## src/rtl/mips_pkg.sv

```systemverilog
// Shared constants for the multicycle MIPS controller: opcodes, function
// codes, ALU control codes, ALU-op selectors and the FSM state encoding.
package mips_pkg;

  // Primary opcodes (instruction bits [31:26])
  localparam logic [5:0] OP_RTYPE = 6'b000000;
  localparam logic [5:0] OP_LW    = 6'b100011;
  localparam logic [5:0] OP_SW    = 6'b101011;
  localparam logic [5:0] OP_BEQ   = 6'b000100;
  localparam logic [5:0] OP_ADDI  = 6'b001000;
  localparam logic [5:0] OP_J     = 6'b000010;

  // R-type function codes (instruction bits [5:0])
  localparam logic [5:0] FN_ADD = 6'b100000;
  localparam logic [5:0] FN_SUB = 6'b100010;
  localparam logic [5:0] FN_AND = 6'b100100;
  localparam logic [5:0] FN_OR  = 6'b100101;
  localparam logic [5:0] FN_SLT = 6'b101010;

  // ALU control codes
  localparam logic [2:0] ALU_ADD = 3'b010;
  localparam logic [2:0] ALU_SUB = 3'b110;
  localparam logic [2:0] ALU_AND = 3'b000;
  localparam logic [2:0] ALU_OR  = 3'b001;
  localparam logic [2:0] ALU_SLT = 3'b111;

  // ALU-op selector from the main FSM to the ALU decoder
  localparam logic [1:0] ALUOP_ADD   = 2'b00;
  localparam logic [1:0] ALUOP_SUB   = 2'b01;
  localparam logic [1:0] ALUOP_FUNCT = 2'b10;

  // Controller states; the numeric values are visible on the debug port
  typedef enum logic [3:0] {
    S_FETCH   = 4'd0,
    S_DECODE  = 4'd1,
    S_MEMADR  = 4'd2,
    S_MEMRD   = 4'd3,
    S_MEMWB   = 4'd4,
    S_MEMWR   = 4'd5,
    S_EXECUTE = 4'd6,
    S_ALUWB   = 4'd7,
    S_BRANCH  = 4'd8,
    S_ADDIEX  = 4'd9,
    S_ADDIWB  = 4'd10,
    S_JUMP    = 4'd11,
    S_HALT    = 4'd12
  } state_t;

endpackage

```

## src/rtl/alu_decoder.sv

```systemverilog
// ALU decoder: maps the FSM's ALU-op selector and the R-type funct field
// to a 3-bit ALU control code; flags unsupported funct values.
module alu_decoder
  import mips_pkg::*;
(
  input  logic [5:0] funct,
  input  logic [1:0] aluop,
  output logic [2:0] alucontrol,
  output logic       funct_illegal
);

  // Combinational decode; unknown funct falls back to add
  always_comb begin
    alucontrol    = ALU_ADD;
    funct_illegal = 1'b0;
    case (aluop)
      ALUOP_ADD: alucontrol = ALU_ADD;
      ALUOP_SUB: alucontrol = ALU_SUB;
      ALUOP_FUNCT: begin
        case (funct)
          FN_ADD:  alucontrol = ALU_ADD;
          FN_SUB:  alucontrol = ALU_SUB;
          FN_AND:  alucontrol = ALU_AND;
          FN_OR:   alucontrol = ALU_OR;
          FN_SLT:  alucontrol = ALU_SLT;
          default: begin
            alucontrol    = ALU_ADD;
            funct_illegal = 1'b1;
          end
        endcase
      end
      default: alucontrol = ALU_ADD;
    endcase
  end

endmodule

```

## src/rtl/multicycle_controller.sv

```systemverilog
// Multicycle MIPS controller: Moore FSM sequencing fetch, decode and the
// per-instruction execution steps, driving datapath strobes and mux selects.
module multicycle_controller
  import mips_pkg::*;
#(
  parameter bit ILLEGAL_TRAP = 1'b0
) (
  input  logic       clk,
  input  logic       reset,
  input  logic [5:0] op,
  input  logic [5:0] funct,
  input  logic       zero,
  output logic       pcen,
  output logic       memwrite,
  output logic       irwrite,
  output logic       regwrite,
  output logic       iord,
  output logic       alusrca,
  output logic       memtoreg,
  output logic       regdst,
  output logic [1:0] alusrcb,
  output logic [1:0] pcsrc,
  output logic [2:0] alucontrol,
  output logic       illegal,
  output logic [3:0] state
);

  localparam state_t TRAP_STATE = ILLEGAL_TRAP ? S_HALT : S_FETCH;

  state_t     r_state;
  state_t     w_next;

  logic       w_pcen;
  logic       w_memwrite;
  logic       w_irwrite;
  logic       w_regwrite;
  logic       w_illegal;
  logic       w_use_alu;
  logic [1:0] w_aluop;
  logic [2:0] w_dec_alucontrol;
  logic       w_funct_illegal;

  alu_decoder u_alu_decoder (
    .funct        (funct),
    .aluop        (w_aluop),
    .alucontrol   (w_dec_alucontrol),
    .funct_illegal(w_funct_illegal)
  );

  // State register with synchronous active-low reset
  always_ff @(posedge clk) begin
    if (!reset) r_state <= S_FETCH;
    else        r_state <= w_next;
  end

  // Next-state and per-state outputs; everything unlisted stays 0
  always_comb begin
    w_next     = S_FETCH;
    w_pcen     = 1'b0;
    w_memwrite = 1'b0;
    w_irwrite  = 1'b0;
    w_regwrite = 1'b0;
    w_illegal  = 1'b0;
    w_use_alu  = 1'b0;
    w_aluop    = ALUOP_ADD;
    iord       = 1'b0;
    alusrca    = 1'b0;
    memtoreg   = 1'b0;
    regdst     = 1'b0;
    alusrcb    = 2'b00;
    pcsrc      = 2'b00;
    case (r_state)
      S_FETCH: begin
        alusrcb   = 2'b01;
        w_use_alu = 1'b1;
        w_irwrite = 1'b1;
        w_pcen    = 1'b1;
        w_next    = S_DECODE;
      end
      S_DECODE: begin
        alusrcb   = 2'b11;
        w_use_alu = 1'b1;
        case (op)
          OP_LW, OP_SW: w_next = S_MEMADR;
          OP_RTYPE:     w_next = S_EXECUTE;
          OP_BEQ:       w_next = S_BRANCH;
          OP_ADDI:      w_next = S_ADDIEX;
          OP_J:         w_next = S_JUMP;
          default: begin
            w_illegal = 1'b1;
            w_next    = TRAP_STATE;
          end
        endcase
      end
      S_MEMADR: begin
        alusrca   = 1'b1;
        alusrcb   = 2'b10;
        w_use_alu = 1'b1;
        if (op == OP_LW)      w_next = S_MEMRD;
        else if (op == OP_SW) w_next = S_MEMWR;
        else                  w_next = S_FETCH;
      end
      S_MEMRD: begin
        iord   = 1'b1;
        w_next = S_MEMWB;
      end
      S_MEMWB: begin
        memtoreg   = 1'b1;
        w_regwrite = 1'b1;
        w_next     = S_FETCH;
      end
      S_MEMWR: begin
        iord       = 1'b1;
        w_memwrite = 1'b1;
        w_next     = S_FETCH;
      end
      S_EXECUTE: begin
        alusrca   = 1'b1;
        w_aluop   = ALUOP_FUNCT;
        w_use_alu = 1'b1;
        if (w_funct_illegal) begin
          w_illegal = 1'b1;
          w_next    = TRAP_STATE;
        end else begin
          w_next = S_ALUWB;
        end
      end
      S_ALUWB: begin
        regdst     = 1'b1;
        w_regwrite = 1'b1;
        w_next     = S_FETCH;
      end
      S_BRANCH: begin
        alusrca   = 1'b1;
        w_aluop   = ALUOP_SUB;
        w_use_alu = 1'b1;
        pcsrc     = 2'b01;
        w_pcen    = zero;
        w_next    = S_FETCH;
      end
      S_ADDIEX: begin
        alusrca   = 1'b1;
        alusrcb   = 2'b10;
        w_use_alu = 1'b1;
        w_next    = S_ADDIWB;
      end
      S_ADDIWB: begin
        w_regwrite = 1'b1;
        w_next     = S_FETCH;
      end
      S_JUMP: begin
        pcsrc  = 2'b10;
        w_pcen = 1'b1;
        w_next = S_FETCH;
      end
      S_HALT: begin
        w_next = S_HALT;
      end
      default: w_next = S_FETCH;
    endcase
  end

  // Strobes are masked while reset is asserted so nothing commits mid-reset
  assign pcen       = reset & w_pcen;
  assign memwrite   = reset & w_memwrite;
  assign irwrite    = reset & w_irwrite;
  assign regwrite   = reset & w_regwrite;
  assign illegal    = reset & w_illegal;
  assign alucontrol = w_use_alu ? w_dec_alucontrol : '0;
  assign state      = r_state;

endmodule
```

## config.mk

```make
export PLATFORM = sky130hd
export DESIGN_NAME = multicycle_controller
export DESIGN_NICKNAME = d
export VERILOG_FILES = /design/src/rtl/mips_pkg.sv /design/src/rtl/alu_decoder.sv /design/src/rtl/multicycle_controller.sv
export SDC_FILE = /design/constraint.sdc
export NUM_CORES = 1
export LEC_CHECK = 0
export BUFFER_PORTS_ARGS = -buffer_cell sky130_fd_sc_hd__buf_2
export CAP_MARGIN = 20
export CORE_UTILIZATION = 25
export CTS_BUF_LIST = sky130_fd_sc_hd__clkbuf_8
export CTS_CLUSTER_DIAMETER = 50
export CTS_CLUSTER_SIZE = 16
export DETAILED_ROUTE_END_ITERATION = 8
export GPL_TIMING_DRIVEN = 0
export PLACE_DENSITY = 0.57
export SLEW_MARGIN = 15
export SYNTH_ARGS = -nofsm -noshare
export SYNTH_HDL_FRONTEND = slang
export SYNTH_HIERARCHICAL = 1
export SYNTH_SLANG_ARGS = --single-unit
```

## constraint.sdc

```tcl
create_clock -name clk -period 1.85 [get_ports clk]
set_input_delay 0.0925 -clock clk [delete_from_list [all_inputs] [get_ports clk]]
set_output_delay 0.0925 -clock clk [all_outputs]
set_load 0.01 [all_outputs]
```

* Yosys cells after proc, flatten, opt, wreduce, memory -nomap -nowiden *
Cells that the tools add are included.
Widths: inputs -> output; s select.

operators by class
  mux-type cells = 25
  bitwise operators = 5
  reduce and logical (&&, ||, !) cells = 11
  equality and inequality tests = 24

operators by type and width
  cell                number
  $eq 6x6->1 const B  7
  $pmux 4 s7          1
  $eq 4x4->1 const B  5
  $pmux 4 s5          1
  $eq 4x3->1 const B  4
  $mux 1              12
  $mux 3              4
  $pmux 3 s4          1
  $reduce_or 6->1     2
  $eq 4x2->1 const B  2
  $pmux 2 s2          2
  $reduce_or 2->1     4
  $eq 6x2->1 const B  1
  $eq 6x3->1 const B  1
  $eq 6x4->1 const B  1
  $logic_not 6->1     1
  $pmux 2 s3          1
  $pmux 3 s2          1
  $and 1x1->1         5
  $reduce_or 5->1     1
  $eq 4x1->1 const B  1
  $logic_not 4->1     1
  $pmux 1 s2          2
  $reduce_or 4->1     1
  other kinds (3)     3

word-level totals
  input port bits = 15
  register bits = 4
  logic and storage cells = 66

* Depth between registers and ports, before layout *
  depth in word-level cells = 7
  gate-level depth with buffers = 10
  mapped depth without buffers = 9

* Cells and area by module *
The synthesis kept the hierarchy.

modules (own cells, without submodules)
  module                 cells an instance  times used  area each (µm²)  sequential area each (µm²)
  multicycle_controller  82                 1           554.3            80.1
  alu_decoder            20                 1           148.9            0.0

* Worst setup path before layout *
OpenSTA, ideal clock, no wires.

  kind = flip-flop to flip-flop
  start = reg r_state[1] (netlist: state[1])
  end = reg r_state[2] (netlist: state[2])
  cell stages (with the launch flop) = 10
  arrival time = 1.736 ns
  setup time = 0.130 ns
  clock period less this slack = 1.866 ns
  required time = 1.720 ns
  slack = -0.016 ns
  cell sequence = dfxtp_1 > buf_2 > nor3b_2 > and2_1 > ha_1 > inv_1 > a31oi_1 > nor2_1 > o21ai_0 > a31oi_1

on the way
  cells in the longest elaborated chain, start to end = 6
  elaborated cells on any way between the ends = 13
  those cells by class = eq/ne (8); mux (4); reduce/logical (1)

ends and longest elaborated chain
  item                                      RTL line                      source
  from (decl)                               multicycle_controller.sv:30   state_t r_state;
  from (signal assigned)                    multicycle_controller.sv:53   else r_state <= w_next;
  $eq 4x4->1 or $eq 4x3->1 (tied branches)  multicycle_controller.sv:72   case (r_state)
  $pmux 2 s2 *                              multicycle_controller.sv:72
  named net w_aluop[1]                      multicycle_controller.sv:39   logic [1:0] w_aluop;
  $eq 2x2->1 *                              alu_decoder.sv:16             case (aluop)
  $mux 1 *                                  alu_decoder.sv:16
  named net w_funct_illegal                 multicycle_controller.sv:41   logic w_funct_illegal;
  $mux 3 *                                  multicycle_controller.sv:121  if (w_funct_illegal) begin
  $pmux 4 s7 *                              multicycle_controller.sv:72

Mark *: on every way through the listed nets, which the timed path passes. The rest lies on a longest branch.
A chain may end at the register's enable or synchronous reset.

* Worst setup path in the final report *
  start = reg r_state[1] (netlist: state[1])
  end = out alucontrol[2]

on the way
  cells in the longest elaborated chain, start to end = 5
  elaborated cells on any way between the ends = 13
  those cells by class = eq/ne (7); mux (4); reduce/logical (2)

ends and longest elaborated chain
  item                                      RTL line                      source
  $eq 4x4->1 or $eq 4x3->1 (tied branches)  multicycle_controller.sv:72
  $pmux 2 s2 *                              multicycle_controller.sv:72
  named net w_aluop[0]                      multicycle_controller.sv:39
  $eq 2x2->1 or $eq 2x1->1 (tied branches)  alu_decoder.sv:16
  $pmux 3 s2 *                              alu_decoder.sv:16
  named net w_dec_alucontrol[2]             multicycle_controller.sv:40   logic [2:0] w_dec_alucontrol;
  $mux 3 *                                  multicycle_controller.sv:169  assign alucontrol = w_use_alu ? w_dec_alucontrol : '0;
  to (decl)                                 multicycle_controller.sv:23   output logic [2:0] alucontrol,

Marked as above.

==> impl_results.md <==
- Fin. max-slew vios: 0
- H-tree depth: 1
- Post-DR vias/cell: 5.31
- Final Cell Area: 1120 um^2
- Yosys warnings: 6
- Final worst setup slack: -3.97 ps
- Syn_nets: 119
- DRT antenna net count: 0
- Cts hold-fix bufs: 0
- Register area share after synthesis: 11.4%
- Hold EP: state[2]
- Wire length of the first global-routing pass: 3.31 mm
- Final Cycle Share: 100%
- Die H: 55.0 um
- Largest net degree at the start of global routing: 11
- Antenna Cells: 0
- Die X-Extent: 55.0 um
- Congestion Overflow GR: 0
- WHS: 235 ps
- Core ar.: 2570 um^2
- Drt total wl: 2.28 mm
- WS Path Type: reg2out
- I/O pin count: 35
- Post-Layout Cell Count: 177
- Clk_lat worst skew: 210 ps
- VDD IR-drop max: 449 uV
- Initial DRC count: 22
- Finish-stage setup viols: 1
- Initial antenna violation count: 0
- Largest register FFs: 4
- Arr. time, crit path: 1760 ps
- Hold depth: 3
- Vias post-DR: 939
- I/O Buffers: 34
- Post-place instance area: 917 um^2
- Pleak: 0.491 nW
- Crit start category: register
- Critical Path RT: 1760 ps
- HP Start: reset
- Die ar.: 3030 um^2
- Number of buffers created by CTS: 3
- Share of cells above drive strength 1: 47.6%
- Setup Skew: 2.43 ps
- Relative slew slack: 78.3%
- Detailed Routing Iterations Pass 1: 4
- Worst reg2reg path depth: 8
- FP Rows: 18
- RD Place Congestion: 0.809
- Clock transition at the registers of the reported paths: 30 ps
- Total GRT Usage: 15.2%
- CTS tree: built
- Starting Density: 27.4%
- Final min period: 1850 ps
- Final hold violation count: 0
- R2R Setup Slk: 200 ps
- R2r endpoint: state[1]
- Wire length per cell: 12.9 um
- Root buffer cell: clkbuf_8
- Crit path capture type: output port
- Slew @ Worst Pin: 325 ps
- Syn Inst Count: 102
- Failing checks: negative setup slack
- CTS Sinks: 4
- Layout Nets: 166
- Max-cap violations: 0
- Layout area overhead: 59.8%
- HP Class: in2reg
- Crit-path max FO: 4
- Crit Reg-Reg Startpoint: state[1]
- DRC: 0
- RSZ-0062 raised after global routing: true
- Status: complete, but fails checks
- Vias in the first global route: 710
- Yosys reg bits: 4
- Clock Tree Buf Depth: 2
- Inst Count DP: 166
- Post-synth design cell area: 703 um^2
- HPWL Detailed: 1.57 mm
- PwrDens: 352 nW/um^2
- Cell variety after synth: 40
- Mean Syn Cell Area: 6.89 um^2
- Fmax: 539 MHz
kinds of logic after synthesis:
logic type / Yosys count / share of synthesized area, %
and+or+nand+nor: 57 / 48.9
adders and majority gates: 2 / 3.56
AOI/OAI and AO/OA: 23 / 22.4
buffers and inverters: 11 / 7.12
muxes: 2 / 2.85
xor gates and xnor gates: 3 / 3.74
DFF: 4 / 11.4
area by class of cell:
| cell class | count | area [um^2] |
|---|---|---|
| Tap cell | 30 | 37.5 |
| Inverter | 6 | 22.5 |
| Buffer | 4 | 38.8 |
| Sequential cell | 4 | 92.6 |
| Clock buffer | 3 | 41.3 |
| Timing Repair Buffer | 43 | 238 |
| Fill cell | 266 | 1440 |
| Multi-Input combinational cell | 87 | 653 |
cell usage after synthesis, drive strengths merged:
| cell type | instances | share of area [%] |
|---|---|---|
| o2bb2ai | 1 | 1.2 |
| a211oi | 1 | 1.1 |
| o21ai | 5 | 3.6 |
| nor2 | 15 | 8.0 |
| and4bb | 2 | 3.6 |
| nand3 | 4 | 2.8 |
| a21oi | 4 | 2.8 |
| a41oi | 1 | 1.2 |
| o211a | 1 | 1.4 |
| mux2i | 2 | 2.8 |
| nor2b | 5 | 4.4 |
| nand2 | 2 | 1.1 |
| a32o | 2 | 2.8 |
| and2b | 1 | 1.2 |
| or2b | 1 | 1.1 |
| o31ai | 1 | 1.1 |
| nand4b | 1 | 1.2 |
| o21bai | 2 | 2.1 |
| or2 | 1 | 0.89 |
| o211ai | 3 | 3.2 |
| dfxtp | 4 | 11 |
| xnor2 | 2 | 2.5 |
| nor3 | 9 | 7.1 |
| and3 | 1 | 0.89 |
| and2 | 1 | 0.89 |
| a31oi | 2 | 1.8 |
| nor4 | 4 | 4.4 |
| ha | 2 | 3.6 |
| nor3b | 3 | 3.9 |
| or3 | 2 | 2.5 |
| inv | 6 | 3.2 |
| buf | 5 | 3.9 |
| nor4b | 1 | 1.2 |
| nand2b | 4 | 3.6 |
| xor2 | 1 | 1.2 |
repair_timing:
action | CTS | global route
pin swaps | 6 | 3
setup buffers | 8 | 1
endpoints found under the setup margin | 7 | 5
gates resized for setup | 23 | 7
placed cells by master, fill, tap and decap left out, types with 3 or more instances in the layout:
master    netlist  final
nor4_1          3      3
o211ai_1        3      3
nand3_1         4      4
buf_4           1     10
nand2b_1        4      3
buf_2           4     35
nor3_1          8      6
a21oi_1         4      4
nor2b_1         5      4
nor2_1         15     14
dfxtp_4         0      3
clkbuf_8        0      3
o21ai_0         5      4
inv_1           6      5
routing by layer:
layer	wire [um]	vias to the layer above	track usage (%)
li1	-	465	-
met5	0	-	0
met4	0	0	0
met2	1110	35	25.1
met1	1020	439	20.8
met3	142	0	4.10
power by group:
group / leakage [nW] / internal, mW / switching, mW / total [mW]
logic: 0.434 / 0.0593 / 0.0685 / 0.128
registers: 0.0352 / 0.0873 / 0.00507 / 0.0924
clock network: 0.0216 / 0.138 / 0.0373 / 0.175
how the worst max path moves through the flow:
stage,to,from,cells past startpoint
finish,alucontrol[2],state[1],8
global route,alucontrol[1],state[1],7
CTS,alucontrol[2],state[2],8
detailed placement,state[2],state[1],9
global placement,state[2],state[1],9
floorplan,alucontrol[2],state[1],8
critical path: stages (launching register included):
cell	delay, ps
dfxtp_2	340
buf_8	120
nor3_4	190
inv_2	60
ha_4	310
nor2b_2	50
a32o_1	230
nor2b_1	120
buf_2	140
per-stage QoR:
stage | setup WS [ps] | power (mW) | setup TNS [ps] | util [%]
2_1_floorplan | 11.0 | 0.157 | 0 | -
3_3_place_gp | -273 | 0.204 | -1010 | 35.7
3_5_place_dp | -238 | 0.206 | -899 | 35.7
4_1_cts | -8.49 | 0.397 | -8.49 | 42.8
5_1_grt | -86.0 | 0.424 | -226 | 43.8
6_report | -3.97 | 0.395 | -3.97 | 43.8
Note: power is estimated with default switching activity, not from simulation.
